**src/rtl/multi_clock_enable_generator_pkg.sv**
```systemverilog
// ----------------------------------------------------------------------------
// multi_clock_enable_generator_pkg
//  Shared definitions for the clock-enable generator and its channel slices.
//  - ch_sel_w(): width of a channel-select field for a given channel count.
//  - Default divider constants for a 100 MHz system clock.
// ----------------------------------------------------------------------------
package multi_clock_enable_generator_pkg;

    // System clock the default dividers are computed for.
    localparam int unsigned MCEG_CLK_HZ   = 100_000_000;

    // 1 kHz tick: scan / debounce timebase (fits in 17 bits).
    localparam int unsigned MCEG_DIV_1KHZ = MCEG_CLK_HZ / 1_000;

    // 1 Hz tick: LED blink (needs 27 bits).
    localparam int unsigned MCEG_DIV_1HZ  = MCEG_CLK_HZ;

    // Channel-select width. A single channel still gets a 1-bit select so the
    // write port never collapses to zero width.
    function automatic int ch_sel_w(input int n_ch);
        return (n_ch > 1) ? $clog2(n_ch) : 1;
    endfunction

endpackage

```
**src/rtl/multi_clock_enable_generator_channel.sv**
```systemverilog
// ----------------------------------------------------------------------------
// multi_clock_enable_generator_channel (mceg_channel)
//  One clock-enable channel: up-counter, active divider, shadow divider,
//  registered CE strobe and pending flag.
//
//  Ports
//   I_CLK     in  1        clock
//   I_RST     in  1        synchronous active-high reset
//   I_EN      in  1        run enable; low clears the counter
//   I_SYNC    in  1        restart counter and apply shadow
//   I_LD      in  1        load I_LD_DIV into the shadow divider
//   I_LD_DIV  in  P_WIDTH  divider value for the load
//   O_CE      out 1        single-cycle strobe, one cycle after count N-1
//   O_PEND    out 1        shadow differs in time from active (not yet applied)
// ----------------------------------------------------------------------------
module mceg_channel
    import multi_clock_enable_generator_pkg::*;
#(
    parameter int                 P_WIDTH    = 17,
    parameter logic [P_WIDTH-1:0] P_DIV_INIT = P_WIDTH'(MCEG_DIV_1KHZ)
) (
    input  logic               I_CLK,
    input  logic               I_RST,
    input  logic               I_EN,
    input  logic               I_SYNC,
    input  logic               I_LD,
    input  logic [P_WIDTH-1:0] I_LD_DIV,
    output logic               O_CE,
    output logic               O_PEND
);

    logic [P_WIDTH-1:0] cnt_q, cnt_d;
    logic [P_WIDTH-1:0] act_q, act_d;
    logic [P_WIDTH-1:0] shd_q, shd_d;
    logic               ce_q,  ce_d;
    logic               pend_q, pend_d;

    // Shadow / pending as seen this cycle, with a same-cycle load folded in,
    // so a write coinciding with a wrap or sync is applied immediately.
    logic [P_WIDTH-1:0] shd_eff;
    logic               pend_eff;

    // idle: channel is not counting this cycle (sync, disabled, or N=0).
    logic               idle;
    logic               wrap;
    logic               apply;

    always_comb begin
        shd_eff  = I_LD ? I_LD_DIV : shd_q;
        pend_eff = pend_q | I_LD;

        idle  = I_SYNC | ~I_EN | (act_q == '0);
        // act_q is nonzero whenever idle is low, so act_q-1 cannot underflow.
        wrap  = ~idle & (cnt_q == (act_q - P_WIDTH'(1)));
        apply = idle | wrap;

        cnt_d  = cnt_q;
        act_d  = act_q;
        shd_d  = shd_eff;
        ce_d   = 1'b0;
        pend_d = pend_eff;

        if (idle) begin
            cnt_d = '0;
        end else if (wrap) begin
            cnt_d = '0;
            ce_d  = 1'b1;
        end else begin
            cnt_d = cnt_q + P_WIDTH'(1);
        end

        if (apply) begin
            act_d  = shd_eff;
            pend_d = 1'b0;
        end
    end

    always_ff @(posedge I_CLK) begin
        if (I_RST) begin
            cnt_q  <= '0;
            act_q  <= P_DIV_INIT;
            shd_q  <= P_DIV_INIT;
            ce_q   <= 1'b0;
            pend_q <= 1'b0;
        end else begin
            cnt_q  <= cnt_d;
            act_q  <= act_d;
            shd_q  <= shd_d;
            ce_q   <= ce_d;
            pend_q <= pend_d;
        end
    end

    assign O_CE   = ce_q;
    assign O_PEND = pend_q;

endmodule

```
**src/rtl/multi_clock_enable_generator.sv**
```systemverilog
// ----------------------------------------------------------------------------
// multi_clock_enable_generator
//  P_CH independent single-cycle clock-enable strobes derived from I_CLK,
//  each with a run-time programmable divider. New dividers are staged in a
//  shadow register and take effect at the next wrap (or on disable, N=0, or
//  I_SYNC), so a running channel never produces a short or long period.
//
//  Ports
//   I_CLK       in  1        clock
//   I_RST       in  1        synchronous active-high reset
//   I_EN        in  P_CH     per-channel run enable
//   I_SYNC      in  1        restart all channels phase-aligned
//   I_WR        in  1        divider write strobe
//   I_WR_CH     in  P_CH_W   channel addressed by the write (>= P_CH ignored)
//   I_WR_DIV    in  P_WIDTH  new divider value
//   O_CE        out P_CH     registered CE strobes
//   O_DIV_PEND  out P_CH     written divider not yet active
// ----------------------------------------------------------------------------
module multi_clock_enable_generator
    import multi_clock_enable_generator_pkg::*;
#(
    parameter int                 P_CH       = 4,
    parameter int                 P_WIDTH    = 17,
    parameter logic [P_WIDTH-1:0] P_DIV_INIT = P_WIDTH'(MCEG_DIV_1KHZ),
    localparam int                P_CH_W     = ch_sel_w(P_CH)
) (
    input  logic               I_CLK,
    input  logic               I_RST,
    input  logic [P_CH-1:0]    I_EN,
    input  logic               I_SYNC,
    input  logic               I_WR,
    input  logic [P_CH_W-1:0]  I_WR_CH,
    input  logic [P_WIDTH-1:0] I_WR_DIV,
    output logic [P_CH-1:0]    O_CE,
    output logic [P_CH-1:0]    O_DIV_PEND
);

    // Per-channel load strobes. An out-of-range select matches no channel,
    // which is how writes to I_WR_CH >= P_CH get dropped.
    logic [P_CH-1:0] ld;

    always_comb begin
        ld = '0;
        for (int c = 0; c < P_CH; c++) begin
            ld[c] = I_WR & (I_WR_CH == P_CH_W'(c));
        end
    end

    for (genvar c = 0; c < P_CH; c++) begin : g_ch
        mceg_channel #(
            .P_WIDTH    (P_WIDTH),
            .P_DIV_INIT (P_DIV_INIT)
        ) u_ch (
            .I_CLK    (I_CLK),
            .I_RST    (I_RST),
            .I_EN     (I_EN[c]),
            .I_SYNC   (I_SYNC),
            .I_LD     (ld[c]),
            .I_LD_DIV (I_WR_DIV),
            .O_CE     (O_CE[c]),
            .O_PEND   (O_DIV_PEND[c])
        );
    end

endmodule

```
**config.mk**
```make
export PLATFORM = sky130hd
export DESIGN_NAME = multi_clock_enable_generator
export DESIGN_NICKNAME = d
export VERILOG_FILES = /design/src/rtl/multi_clock_enable_generator_pkg.sv /design/src/rtl/multi_clock_enable_generator_channel.sv /design/src/rtl/multi_clock_enable_generator.sv
export SDC_FILE = /design/constraint.sdc
export NUM_CORES = 1
export LEC_CHECK = 0
export CAP_MARGIN = 5
export CORE_ASPECT_RATIO = 1.25
export CORE_MARGIN = 4
export CORE_UTILIZATION = 55
export CTS_CLUSTER_SIZE = 14
export DETAILED_ROUTE_END_ITERATION = 8
export HOLD_SLACK_MARGIN = 0.12
export PLACE_DENSITY_LB_ADDON = 0.15
export SYNTH_ARGS = -nofsm -noshare
export SYNTH_HDL_FRONTEND = slang
export SYNTH_SLANG_ARGS = --single-unit
```
**constraint.sdc**
```tcl
create_clock -name I_CLK -period 9.7 [get_ports I_CLK]
set_clock_uncertainty 0.2 [all_clocks]
set_input_delay 1.94 -clock I_CLK [delete_from_list [all_inputs] [get_ports I_CLK]]
set_output_delay 1.94 -clock I_CLK [all_outputs]
set_load 0.005 [all_outputs]
```
==> results of run 1 <==
==> cell families after synthesis <==
group                    after synthesis  synth area share [%]
AND/OR/NAND/NOR                      569                  26.9
adder cells (fa/ha/maj)               12                  1.39
XOR/XNOR                             149                  12.1
flip-flops                           212                  39.2
multiplexers                          32                  3.40
buffers and inverters                112                  4.64
AO/OA/AOI/OAI                        183                  12.3
==> stage by stage <==
| step | cell area, um2 | worst slack [ns] | total power [mW] | util (%) | hold slack, ns |
|---|---|---|---|---|---|
| after detailed placement | 11100 | 5.39 | 1.11 | 57.5 | 0.251 |
| final | 11900 | 5.78 | 1.98 | 61.3 | 0.255 |
| after floorplan | 10800 | 6.05 | 1.06 | - | 0.230 |
| after CTS | 11900 | 5.78 | 1.99 | 61.3 | 0.259 |
| after global placement | 11100 | 5.45 | 1.11 | 57.5 | 0.244 |
| after global routing | 11900 | 5.55 | 2.05 | 61.3 | 0.271 |
==> layout make-up <==
cell class | instances | area (um2) | area share (%)
multi-input combinational | 945 | 6080 | 51.1
inverter | 28 | 105 | 0.883
timing repair buffer | 40 | 383 | 3.22
clock buffer | 30 | 612 | 5.14
sequential | 212 | 4240 | 35.7
clock inverter | 7 | 138 | 1.16
tap | 265 | 332 | 2.79
==> state kept, by name, summed over array words and instances (netlist names) <==
signal            flops
g_ch.u_ch.O_CE        4
g_ch.u_ch.act_q      68
g_ch.u_ch.O_PEND      4
g_ch.u_ch.shd_q      68
g_ch.u_ch.cnt_q      68
==> power groups by stage <==
stage	Sequential (mW)	Clock (mW)	Combinational (mW)
finish	0.923	0.884	0.170
global placement	0.941	0	0.166
CTS	0.922	0.900	0.170
detailed placement	0.941	0	0.169
global route	0.926	0.933	0.189
floorplan	0.931	0	0.130
==> cell usage in the layout (no fill, tap or decap), types with 22 or more instances in the layout <==
master and count:
nand3_1 52, nor2_1 117, a21oi_1 55, xor2_1 62, clkbuf_16 23, nor2b_1 22, nor3_1 40, nand2_1 174
inv_1 28, nand3b_1 29, xnor2_1 87, dfxtp_1 212, mux2_2 28, o21ai_0 22, clkdlybuf4s50_1 33
==> critical path: stages, from the launching register on <==
cell      delay [ns]
dfxtp_1         0.41
inv_1           0.15
ha_1            0.56
or4b_2          0.70
o311ai_0        0.33
a21boi_0        0.14
a31oi_1         0.28
nor2_1          0.12
a31oi_4         0.52
mux2_2          0.40
==> how the worst min path moves through the flow <==
stage,startpoint,to,cells past startpoint
global placement,g_ch[1].u_ch.shd_q[12],g_ch[1].u_ch.shd_q[12],2
global route,g_ch[0].u_ch.shd_q[1],g_ch[0].u_ch.shd_q[1],2
finish,g_ch[1].u_ch.shd_q[13],g_ch[1].u_ch.shd_q[13],2
CTS,g_ch[3].u_ch.shd_q[8],g_ch[3].u_ch.shd_q[8],2
detailed placement,g_ch[3].u_ch.shd_q[8],g_ch[3].u_ch.shd_q[8],2
floorplan,g_ch[3].u_ch.shd_q[10],g_ch[3].u_ch.shd_q[10],2
==> routing by layer <==
layer | GRT usage [%] | share of wire [%] | vias to the layer above | wire [um]
li1 | - | - | 4388 | -
met1 | 28.9 | 46 | 4062 | 11000
met2 | 38.1 | 48 | 137 | 11600
met3 | 2.62 | 3.2 | 45 | 784
met4 | 7.16 | 3.1 | 0 | 748
met5 | 0 | 0 | - | 0
==> metrics.md, run 1 <==
| Metric | Value |
|---|---|
| Startpoint Class | flip-flop |
| Status | finished clean |
| Hold Vio Cnt, Final | 0 |
| Final setup viols | 0 |
| 1st-pass router iterations | 5 |
| GRT Total Usage | 22.1% |
| # fillers | 1774 |
| Root Buffer Master | clkbuf_16 |
| Max_cap viols | 0 |
| Die area | 0.0220 mm2 |
| Flops & latches, synth | 212 |
| Crit Path Category | reg2reg |
| Cell taking the most area after synthesis | dfxtp_1 |
| Sequential Power Share | 46.7% |
| Reg2Reg Setup Slack | 5.78 ns |
| Remaining Overflow, GRT | 0 |
| Most common cell in the netlist | dfxtp_1 |
| Mapped Avg Cell Area | 8.52 um2 |
| Synthesized Nets | 1308 |
| Final wirelength | 24200 um |
| Yosys top cell area share | 39.2% |
| CP endpoint | g_ch[1].u_ch.act_q[14] |
| Layout Nets | 1288 |
| Post-DP HPWL | 17300 um |
| CP required | 9.89 ns |
| # hold bufs at CTS | 0 |
| Deepest clock path buffer count | 3 |
| Die X | 133 um |
| Vias per cell | 5.65 |
| Clock transition at the registers of the reported paths | 0.06 ns |
| CP arrival | 4.11 ns |
| Detail Route Antenna Nets | 0 |
| Die H | 165 um |
| Setup tns final | 0 ns |
| CTS tree | yes |
| Io pins | 35 |
| Cells after DPL | 1490 |
| Unrepaired setup endpoints after global routing | no |
| Global-route wire length before repair | 41000 um |
| Initial Utilization | 55.8% |
| Synth cell types | 80 |
| # diodes | 0 |
| Row Count | 57 |
| CTS Buf Count | 22 |
| Sw frac | 23.4% |
| Clk pwr share | 44.7% |
| Synth-to-Final Area Change | 9.97% |
| DR WL/cell | 15.8 um |
| Ys Warns | 0 |
| NetSw | 462 uW |
| Post-route DRC violation count | 0 |
| FFs w/ async S/R, synth | 0% |
| CORE AREA | 0.0194 mm2 |
| Clock Latency Late Sink | 0.50 ns |
| Synth top area cells | dfxtp_1 39%, xnor2_1 7.0%, nand2_1 6.0% |
| Clk sinks | 212 |
| Pins over their slew limit | 0 |
| Crit path from | g_ch[1].u_ch.act_q[0] |
| Pint | 1.51 mW |
| Tmin final | 3.92 ns |
| Leakage power | 4.03 nW |
| Max IR drop VDD | 0.161 mV |
| Worst slew margin | 15.0% |
| Mapped Area | 0.0108 mm2 |
| Reg2reg start | g_ch[1].u_ch.act_q[0] |
| Reg-to-reg endpoint | g_ch[1].u_ch.act_q[14] |
| Syn Inst Count | 1269 |
| Crit path capture type | flip-flop |
| Worst Tran Pin Value | 1.27 ns |
| Initial antenna violation count | 0 |
| Top FF cell, synth | dfxtp_1 |
| Non-filler cells, final | 1527 |
| Worst Hold Class | reg2reg |
| Setup bufs post-CTS | 0 |
| Period utilisation layout | 40.4% |
| Pin count of the biggest net entering global routing | 74 |
| DR iter-0 viols | 562 |
| GPL Wtd Cong | 0.868 |
| Synth top cells by count | 212 x dfxtp_1, 174 x nand2_1, 117 x nor2_1, 87 x xnor2_1, 62 x xor2_1 |
| Comb pwr share | 8.6% |
| PD cells | 166 mW/mm2 |
| F_max | 255 MHz |
| Total vias in the final route | 8632 |
| EDFF count, synth | 0 |
| Number of H-tree levels | 1 |
| CP Max Fanout | 17 |
| Reg2Reg Depth | 9 |
| Number of I/O port buffers | 34 |
| Vias in the first global route | 8261 |
| Seq/Total Area, Yosys | 39.2% |
| Post-CTS resize count | 0 |
| Share of layout cells above drive strength 1 | 8.56% |
No activity file was read; power rests on OpenSTA's default activity.
==> run 2: changes to the inputs <==
- clock period: 9.7 -> 3.32 ns (I/O delays scaled with it)
==> metrics.md, run 2 (same netlist as run 1, synthesis figures left out) <==
| Metric | Value |
|---|---|
| Io pins | 35 (unchanged) |
| DR iter-0 viols | 452 (-20%) |
| Deepest clock path buffer count | 3 (unchanged) |
| Worst Hold Class | reg2reg |
| Clock Latency Late Sink | 0.51 ns (about the same) |
| Pin count of the biggest net entering global routing | 67 (-9.5%) |
| Total vias in the final route | 8727 (+1.1%) |
| Share of layout cells above drive strength 1 | 11.3% (+2.8 points) |
| Vias in the first global route | 8325 (+0.77%) |
| Commonest non-fill, non-tap cell in the layout | dfxtp_1 |
| Critical path cell sequence | or4_1 > or4b_4 > nor3_2 > xnor2_1 > o211ai_2 > o21a_2 > o32a_1 |
| Number of I/O port buffers | 34 (unchanged) |
| Number of H-tree levels | 1 (unchanged) |
| Setup tns final | 0 ns (unchanged) |
| CP peak stage delay | 0.75 ns (+0.05 ns) |
| Pwr Total | 5.87 mW (+200%) |
| Remaining Overflow, GRT | 0 (unchanged) |
| Crit path capture type | flip-flop |
| CP required | 3.51 ns (-6.38 ns) |
| Row Count | 57 (unchanged) |
| Final setup viols | 0 (unchanged) |
| Startpoint Class | flip-flop |
| Initial antenna violation count | 0 (unchanged) |
| Root Buffer Master | clkbuf_16 |
| Pins over their slew limit | 0 (unchanged) |
| Non-filler cells, final | 1556 (+1.9%) |
| Reg2Reg Setup Slack | 0.21 ns (-5.57 ns) |
| GPL Wtd Cong | 0.890 (+2.6%) |
| Worst Hold End | g_ch[3].u_ch.shd_q[1] |
| Pint | 4.49 mW (+200%) |
| CTS tree | yes |
| Clk sinks | 212 (unchanged) |
| CORE AREA | 0.0194 mm2 (unchanged) |
| Unrepaired setup endpoints after global routing | no |
| Leakage power | 4.21 nW (+4.4%) |
| F_max | 322 MHz (+26%) |
| Vias per cell | 5.61 (-0.78%) |
| Status | finished clean |
| Final wirelength | 24800 um (+2.7%) |
| # fillers | 1760 (-0.79%) |
| Post-route DRC violation count | 0 (unchanged) |
| GRT Total Usage | 22.5% (+0.45 points) |
| Worst slew margin | 54.5% (+39 points) |
| Biggest regs | g_ch.u_ch.act_q (68), g_ch.u_ch.cnt_q (68), g_ch.u_ch.shd_q (68) |
| NetSw | 1.38 mW (+200%) |
| PD cells | 481 mW/mm2 (+190%) |
| Die X | 133 um (unchanged) |
| Reg2reg start | g_ch[2].u_ch.act_q[5] |
| Reg2Reg Depth | 7 (-2) |
| Die area | 0.0220 mm2 (unchanged) |
| Hold Crit Depth | 2 (unchanged) |
| Post-route setup slack | 0.211 ns (-5.57 ns) |
| CP max-delay cell | or4_1 |
| Layout Nets | 1316 (+2.2%) |
| Sequential Power Share | 45.9% (-0.8 points) |
| Detail Route Antenna Nets | 0 (unchanged) |
| Crit Path Category | reg2reg |
| Sw frac | 23.5% (+0.15 points) |
| Initial Utilization | 55.8% (unchanged) |
| Die H | 165 um (unchanged) |
| DR WL/cell | 16.0 um (+0.81%) |
| Clk pwr share | 45.0% (+0.3 points) |
| Cells after DPL | 1517 (+1.8%) |
| Reg-to-reg endpoint | g_ch[2].u_ch.act_q[11] |
| # diodes | 0 (unchanged) |
| Hold Path Origin | g_ch[3].u_ch.shd_q[1] |
| Worst Tran Pin Value | 0.680 ns (-0.590 ns) |
| CP Max Fanout | 12 (-5) |
| CP arrival | 3.30 ns (-0.81 ns) |
| Synth-to-Final Area Change | 12.8% |
| Global-route wire length before repair | 41400 um (+0.88%) |
| Clock transition at the registers of the reported paths | 0.06 ns (about the same) |
| Comb pwr share | 9.1% (+0.5 points) |
| Placement Setup Slack | 0.0213 ns (-5.37 ns) |
| Period utilisation layout | 93.7% (+53 points) |
| Post-DP HPWL | 17700 um (+2.7%) |
| CTS Buf Count | 22 (unchanged) |
| Most frequent cells in the layout | 212 x dfxtp_1, 174 x nand2_1, 117 x nor2_1, 87 x xnor2_1, 62 x xor2_1 |
| Max_cap viols | 0 (unchanged) |
| Hold Vio Cnt, Final | 0 (unchanged) |
| Max IR drop VDD | 0.434 mV (+170%) |
| Tmin final | 3.11 ns (-0.813 ns) |
| 1st-pass router iterations | 4 (-1) |
==> run 2: cell count changes in the layout (fill, tap and decap cells not counted), moves of 2 or more <==
cell | previous run | this run
clkinv_2 | 2 | 5
clkbuf_1 | 6 | 2
buf_12 | 0 | 3
buf_4 | 7 | 32
clkbuf_8 | 1 | 3
==> run 2: layout make-up <==
class                   instances  area, um2  area share, %
clock buffers                  28        624           5.12
clock inverters                10        153           1.25
inverters                      28        105          0.861
multi-input cells             945       6110           50.1
flip-flops and latches        212       4240           34.8
well taps                     265        332           2.72
repair buffers                 68        631           5.17
==> run 2: worst max path at each step <==
| stage | from | endpoint | cells past startpoint | slack, ns |
|---|---|---|---|---|
| 2_1_floorplan | g_ch[1].u_ch.act_q[0] | g_ch[1].u_ch.act_q[11] | 11 | 0.12 |
| 3_3_place_gp | g_ch[1].u_ch.act_q[1] | g_ch[1].u_ch.act_q[15] | 9 | 0.06 |
| 3_5_place_dp | g_ch[1].u_ch.act_q[1] | g_ch[1].u_ch.act_q[16] | 9 | 0.02 |
| 4_1_cts | g_ch[1].u_ch.act_q[1] | g_ch[1].u_ch.act_q[3] | 10 | 0.04 |
| 5_1_grt | g_ch[1].u_ch.act_q[0] | g_ch[1].u_ch.act_q[3] | 10 | 0.05 |
| 6_report | g_ch[2].u_ch.act_q[5] | g_ch[2].u_ch.act_q[11] | 7 | 0.21 |
==> run 2: power groups by stage <==
| stage | clock network, mW | logic (mW) | registers [mW] |
|---|---|---|---|
| CTS | 2.70 | 0.529 | 2.69 |
| floorplan | 0 | 0.379 | 2.72 |
| detailed placement | 0 | 0.524 | 2.75 |
| global route | 2.81 | 0.589 | 2.70 |
| finish | 2.64 | 0.532 | 2.69 |
| global placement | 0 | 0.519 | 2.74 |
==> run 2: routing by layer <==
| layer | track usage, % | vias up | share of wire (%) |
|---|---|---|---|
| met3 | 3.11 | 42 | 3.9 |
| met1 | 28.6 | 4091 | 45 |
| li1 | - | 4442 | - |
| met5 | 0 | - | 0 |
| met2 | 39.6 | 152 | 48 |
| met4 | 7.25 | 0 | 3.0 |
==> run 2: critical path, delay by kind of cell, from the launching register on <==
family,cells,cell delay [ns]
AOI/OAI and AO/OA,3,0.70
DFF,1,0.36
and+or+nand+nor,3,1.57
xor gates and xnor gates,1,0.17
==> run 2: repair_timing <==
action | CTS | global route
pin swaps | 0 | 1
hold endpoints to repair | 0 | 0
gates resized for setup | 1 | 8
endpoints found under the setup margin | 1 | 67
gates cloned | 0 | 0
buffers inserted | 0 | 1
hold buffers | 0 | 0
==> run 2: per-stage QoR <==
step | util (%) | hold slack, ns | instance area (um2)
floorplan | - | 0.230 | 10800
global placement | 58.6 | 0.243 | 11400
detailed placement | 58.6 | 0.249 | 11400
CTS | 62.6 | 0.258 | 12200
global route | 62.9 | 0.284 | 12200
finish | 62.9 | 0.255 | 12200
